`src/rtl/micro_sequencer_if.sv`:
```
// Sequencer <-> control-unit bundle: sequencing fields of the current
// microinstruction in, control-store address and status out.
interface micro_sequencer_if #(
  parameter int AW = 5
);
  logic          start;
  logic          stall;
  logic [2:0]    next_sel;
  logic [AW-1:0] branch_addr;
  logic          uhalt;
  logic          z_flag;
  logic [AW-1:0] map_addr;
  logic [AW-1:0] upc;
  logic          run;
  logic          done;
  logic          err;

  // control unit / control store side
  modport master (
    output start, stall, next_sel, branch_addr, uhalt, z_flag, map_addr,
    input  upc, run, done, err
  );

  // sequencer side
  modport slave (
    input  start, stall, next_sel, branch_addr, uhalt, z_flag, map_addr,
    output upc, run, done, err
  );
endinterface

```
`src/rtl/micro_sequencer.sv`:
```
// Microprogram sequencer: registered uPC with INC/JUMP/MAP/JZ/JNZ/FETCH
// and a one-deep micro-subroutine (CALL/RET).
// Optional feature macro: MSEQ_CALL_EN. When undefined there is no return
// register, CALL acts as JUMP, RET acts as FETCH and err stays 0.
module micro_sequencer #(
  parameter int            AW         = 5,
  parameter logic [AW-1:0] FETCH_ADDR = '0
) (
  input  logic           clk,
  input  logic           rst_n,
  micro_sequencer_if.slave bus
);
  typedef enum logic [1:0] {S_IDLE, S_RUN, S_HALTED} state_e;

  localparam logic [2:0] SEL_INC   = 3'd0;
  localparam logic [2:0] SEL_JUMP  = 3'd1;
  localparam logic [2:0] SEL_MAP   = 3'd2;
  localparam logic [2:0] SEL_JZ    = 3'd3;
  localparam logic [2:0] SEL_JNZ   = 3'd4;
  localparam logic [2:0] SEL_FETCH = 3'd5;
  localparam logic [2:0] SEL_CALL  = 3'd6;
  localparam logic [2:0] SEL_RET   = 3'd7;

  state_e        state_q;
  logic [AW-1:0] upc_q, upc_inc, seq_d;
  logic          run_q, done_q, err_q;
`ifdef MSEQ_CALL_EN
  logic [AW-1:0] ret_q;
  logic          ret_vld_q;
`endif

  // Next-address mux; the increment wraps naturally at AW bits.
  always_comb begin
    upc_inc = upc_q + 1'b1;
    seq_d   = upc_inc;
    unique case (bus.next_sel)
      SEL_INC:   seq_d = upc_inc;
      SEL_JUMP:  seq_d = bus.branch_addr;
      SEL_MAP:   seq_d = bus.map_addr;
      SEL_JZ:    seq_d = bus.z_flag  ? bus.branch_addr : upc_inc;
      SEL_JNZ:   seq_d = !bus.z_flag ? bus.branch_addr : upc_inc;
      SEL_FETCH: seq_d = FETCH_ADDR;
      SEL_CALL:  seq_d = bus.branch_addr;
`ifdef MSEQ_CALL_EN
      SEL_RET:   seq_d = ret_vld_q ? ret_q : FETCH_ADDR;
`else
      SEL_RET:   seq_d = FETCH_ADDR;
`endif
      default:   seq_d = upc_inc;
    endcase
  end

  // Control FSM with registered uPC, status outputs and return register.
  always_ff @(posedge clk or negedge rst_n) begin
    if (!rst_n) begin
      state_q   <= S_IDLE;
      upc_q     <= FETCH_ADDR;
      run_q     <= 1'b0;
      done_q    <= 1'b0;
      err_q     <= 1'b0;
`ifdef MSEQ_CALL_EN
      ret_q     <= '0;
      ret_vld_q <= 1'b0;
`endif
    end else begin
      unique case (state_q)
        S_IDLE, S_HALTED: begin
          if (bus.start) begin
            state_q   <= S_RUN;
            upc_q     <= FETCH_ADDR;
            run_q     <= 1'b1;
            done_q    <= 1'b0;
            err_q     <= 1'b0;
`ifdef MSEQ_CALL_EN
            ret_vld_q <= 1'b0;
`endif
          end
        end
        S_RUN: begin
          // stall freezes everything, including a pending halt or CALL/RET
          if (!bus.stall) begin
            if (bus.uhalt) begin
              state_q <= S_HALTED;
              run_q   <= 1'b0;
              done_q  <= 1'b1;
            end else begin
              upc_q <= seq_d;
`ifdef MSEQ_CALL_EN
              if (bus.next_sel == SEL_CALL) begin
                ret_q     <= upc_inc;
                ret_vld_q <= 1'b1;
              end else if (bus.next_sel == SEL_RET) begin
                if (ret_vld_q) ret_vld_q <= 1'b0;
                else           err_q     <= 1'b1;
              end
`endif
            end
          end
        end
        default: begin
          state_q <= S_IDLE;
          run_q   <= 1'b0;
          done_q  <= 1'b0;
        end
      endcase
    end
  end

  assign bus.upc  = upc_q;
  assign bus.run  = run_q;
  assign bus.done = done_q;
  assign bus.err  = err_q;
endmodule

```
`src/flat_wrapper.sv`:
```
// flat-port wrapper written by rule: the top's interface ports become plain ports
module micro_sequencer_flat 
#(
  parameter int            AW         = 5,
  parameter logic [AW-1:0] FETCH_ADDR = '0
)
  (clk, rst_n, bus_start, bus_stall, bus_next_sel, bus_branch_addr, bus_uhalt, bus_z_flag, bus_map_addr, bus_upc, bus_run, bus_done, bus_err);
  micro_sequencer_if #(.AW(AW)) bus_i ();
  input  logic clk;
  input  logic rst_n;
  input wire logic [$bits(bus_i.start)-1:0] bus_start;
  input wire logic [$bits(bus_i.stall)-1:0] bus_stall;
  input wire logic [$bits(bus_i.next_sel)-1:0] bus_next_sel;
  input wire logic [$bits(bus_i.branch_addr)-1:0] bus_branch_addr;
  input wire logic [$bits(bus_i.uhalt)-1:0] bus_uhalt;
  input wire logic [$bits(bus_i.z_flag)-1:0] bus_z_flag;
  input wire logic [$bits(bus_i.map_addr)-1:0] bus_map_addr;
  output wire logic [$bits(bus_i.upc)-1:0] bus_upc;
  output wire logic [$bits(bus_i.run)-1:0] bus_run;
  output wire logic [$bits(bus_i.done)-1:0] bus_done;
  output wire logic [$bits(bus_i.err)-1:0] bus_err;
  assign bus_i.start = bus_start;
  assign bus_i.stall = bus_stall;
  assign bus_i.next_sel = bus_next_sel;
  assign bus_i.branch_addr = bus_branch_addr;
  assign bus_i.uhalt = bus_uhalt;
  assign bus_i.z_flag = bus_z_flag;
  assign bus_i.map_addr = bus_map_addr;
  assign bus_upc = bus_i.upc;
  assign bus_run = bus_i.run;
  assign bus_done = bus_i.done;
  assign bus_err = bus_i.err;
  micro_sequencer #(.AW(AW), .FETCH_ADDR(FETCH_ADDR)) u_core (.clk(clk), .rst_n(rst_n), .bus(bus_i));
endmodule
```
`config.mk`:
```
export PLATFORM = sky130hd
export DESIGN_NAME = micro_sequencer_flat
export DESIGN_NICKNAME = d
export VERILOG_FILES = /design/src/rtl/micro_sequencer_if.sv /design/src/rtl/micro_sequencer.sv /design/src/flat_wrapper.sv
export SDC_FILE = /design/constraint.sdc
export NUM_CORES = 1
export LEC_CHECK = 0
export BUFFER_PORTS_ARGS = -buffer_cell sky130_fd_sc_hd__buf_4
export CORE_AREA = 5 5 44 46
export DETAILED_ROUTE_END_ITERATION = 16
export DIE_AREA = 0 0 49 51
export MAX_ROUTING_LAYER = met4
export PLACE_DENSITY = 0.67
export SLEW_MARGIN = 20
export SYNTH_ARGS = -nofsm -noshare
export SYNTH_HDL_FRONTEND = slang
export SYNTH_SLANG_ARGS = --single-unit
```
`constraint.sdc`:
```
create_clock -name clk -period 2.3 [get_ports clk]
set_clock_uncertainty 0.2 [all_clocks]
set_input_delay 0.575 -clock clk [delete_from_list [all_inputs] [get_ports clk]]
set_output_delay 0.575 -clock clk [all_outputs]
set_load 0.005 [all_outputs]
```
==> impl_metrics.toml <==
[cells_and_area]
final_cells = 109
fin_area_um2 = 791
antenna_cells = 0
nets = 115
post-route-util_pct = 53.7
drive_gt1_share_pct = 35.5
areaGrowthSynthToFinish_pct = 44.3

[synth]
ys_async_sr_fraction_pct = 100
ys_ff_latch = 8
yosys.area_share.adder_pct = 2.28
syn_avg_cell_area_um2 = 8.56
syn_inst = 64
synth_xor_xnor_area_share_pct = 0
synthFlopType = "dfrtp_1"
synth_edf_count = 0
synth.area.top_cells = "dfrtp_1 37%, a22oi_1 9.6%, nand2b_1 5.7%"
synth_top_cell_by_area = "dfrtp_1"
yosys_warnings = 0
synth-simple-area-share_pct = 24.9
synth_top_family_by_area = "compound AO/OA/AOI/OAI gates"
muxShareOfSynthArea_pct = 0
netlist_area_um2 = 548
ys_seq_area_share_pct = 36.5
yosysMostFrequentCell = "dfrtp_1"
synth_cell_types = 26
synth_compound_area_share_pct = 30.6
synthTopCellsByCount = "8 x dfrtp_1, 7 x a22oi_1, 6 x nand3_1"
synth_fp_nets = 84
netlist.area_leader.share_pct = 36.5

[clock_network]
cts.clk_slew.worst_paths_ns = 0.06
insertion_delay_ns = 0.26
cts_buffers = 3
clk_path_buf_depth = 2
post_cts_buffers = 0
htree_levels = 1
cts_sinks = 8
clockRootBuffer = "clkbuf_4"
cts_tree = "built"

[die]
io_pins = 27
floorplan.die.width_um = 49
die_area_um2 = 2500
std_cell_rows = 14
start_util_pct = 37.2
core_um2 = 1470
die_y_um = 51

[grt]
antenna_found_initial = 0
grt_util_all_layers_pct = 12.8
grt_pass1_wl_um = 2520
grt_pass1_vias = 557
grt-ovfl-total = 0
grt_max_degree = 9

[place]
dpl.cell_count = 105
portBuffers = 25
placed_area_um2 = 758
gp_congestion = 0.818
dp_hpwl_um = 1150

[setup_path]
critPathLaunchType = "flop"
slowest_delay_ns = 0.56
crit_type = "reg2reg"
crit_slowest_cell = "or4b_1"
worstPathArrival_ns = 1.92
crit_path_cell_trace = "or4b_1 -> buf_4 -> nor2_1 -> a22oi_1 -> o21ai_1"
end_kind = "flop"
critPathMaxFanout = 6
critical_path_required_ns = 2.29

[sta]
min_period_over_period_pct = 84.1
rsz0062_at_grt = "no"
post-route-min-period_ns = 1.93
timing.hold.ws_ns = 0.327
timing.fmax_ghz = 0.517
drv_slew = 0
fin_tns_setup_ns = 0
setup_violations = 0
hold_viol_final = 0

[run]
drv_cap = 0

[power]
ir_drop_mv = 0.641
pwr_density_cell_nw_per_um2 = 742
power.static_leakage_nw = 0.375

[worst_hold_path]
holdCritPathClass = "in2reg"

[detailed_routing]
drc = 0
first_pass_iters = 3
wl_per_cell_um = 13.7
drtIter0Drc = 13
routed_via_density = 5.25
route.final.wire_length_um = 1490
ant_nets = 0
dr_total_vias = 572

[outcome]
status = "finished clean"
==> what timing repair did <==
action	in CTS	in global routing
gates resized for setup	0	0
hold buffers	1	0
hold endpoints to repair	8	0
==> area by class of cell <==
| cell class | instances | area [um^2] |
|---|---|---|
| timing repair buffer | 28 | 213 |
| fill | 136 | 681 |
| tap | 16 | 20.0 |
| inverter | 4 | 15.0 |
| multi-input combinational | 50 | 320 |
| sequential | 8 | 200 |
| clock buffer | 3 | 22.5 |
==> final timing paths <==
| kind | startpoint | to | slack, ns | cells past startpoint |
|---|---|---|---|---|
| min | bus_branch_addr[2] | u_core.bus.upc[2] | 0.33 | 2 |
| max | u_core.bus.done | u_core.bus.upc[4] | 0.37 | 5 |
| min in group asynchronous | rst_n | u_core.bus.upc[2] | 0.47 | 2 |
| min reg2reg | u_core.bus.run | u_core.bus.run | 0.35 | 2 |
| max reg2reg | u_core.bus.done | u_core.bus.upc[4] | 0.37 | 5 |
| max in group asynchronous | rst_n | u_core.bus.upc[1] | 1.30 | 2 |
==> worst max-delay path, delay by kind of cell, from the launching register on <==
| family | cells | cell delay (ns) |
|---|---|---|
| AND/OR/NAND/NOR | 2 | 0.84 |
| flip-flops | 1 | 0.42 |
| AO/OA/AOI/OAI | 2 | 0.23 |
| buffers and inverters | 1 | 0.18 |
==> metrics by stage <==
step | power, mW | worst slack, ns
after floorplan | 0.355 | 0.234
after global placement | 0.468 | 0.129
after detailed placement | 0.472 | 0.131
after CTS | 0.590 | 0.360
after global routing | 0.631 | 0.210
final | 0.587 | 0.366
==> layout by cell type, fill, tap and decap left out, types with 2 or more instances in the layout <==
cell type,synthesis,routed
nand3_1,6,6
o21ai_0,5,5
nand2b_1,5,5
nor2b_1,4,4
inv_1,4,4
dfrtp_1,8,8
nor3_1,2,2
a22oi_1,7,7
clkbuf_4,0,3
a21oi_1,2,2
buf_4,1,27
nor2_1,5,5
==> sequential cells by signal, summed over array words and instances, names as in the netlist <==
signal,flops
u_core.bus.run,1
u_core.state_q,1
u_core.bus.done,1
u_core.bus.upc,5
==> metal layers <==
layer	GRT usage, %	vias up	routed length (um)
li1	-	295	-
met1	17.9	258	751
met2	18.0	17	651
met3	4.94	2	80
met4	1.35	0	9
met5	-	-	0
==> power breakdown <==
part           switching (mW)  total (mW)  internal (mW)
clock                  0.0558       0.116         0.0603
sequential             0.0539       0.239          0.185
combinational          0.0980       0.232          0.134
==> kinds of logic after synthesis <==
family	after synthesis
AO/OA/AOI/OAI	23
adder cells (fa/ha/maj)	1
buffers and inverters	6
flip-flops	8
other	1
AND/OR/NAND/NOR	25
(Power assumes the default switching activity.)
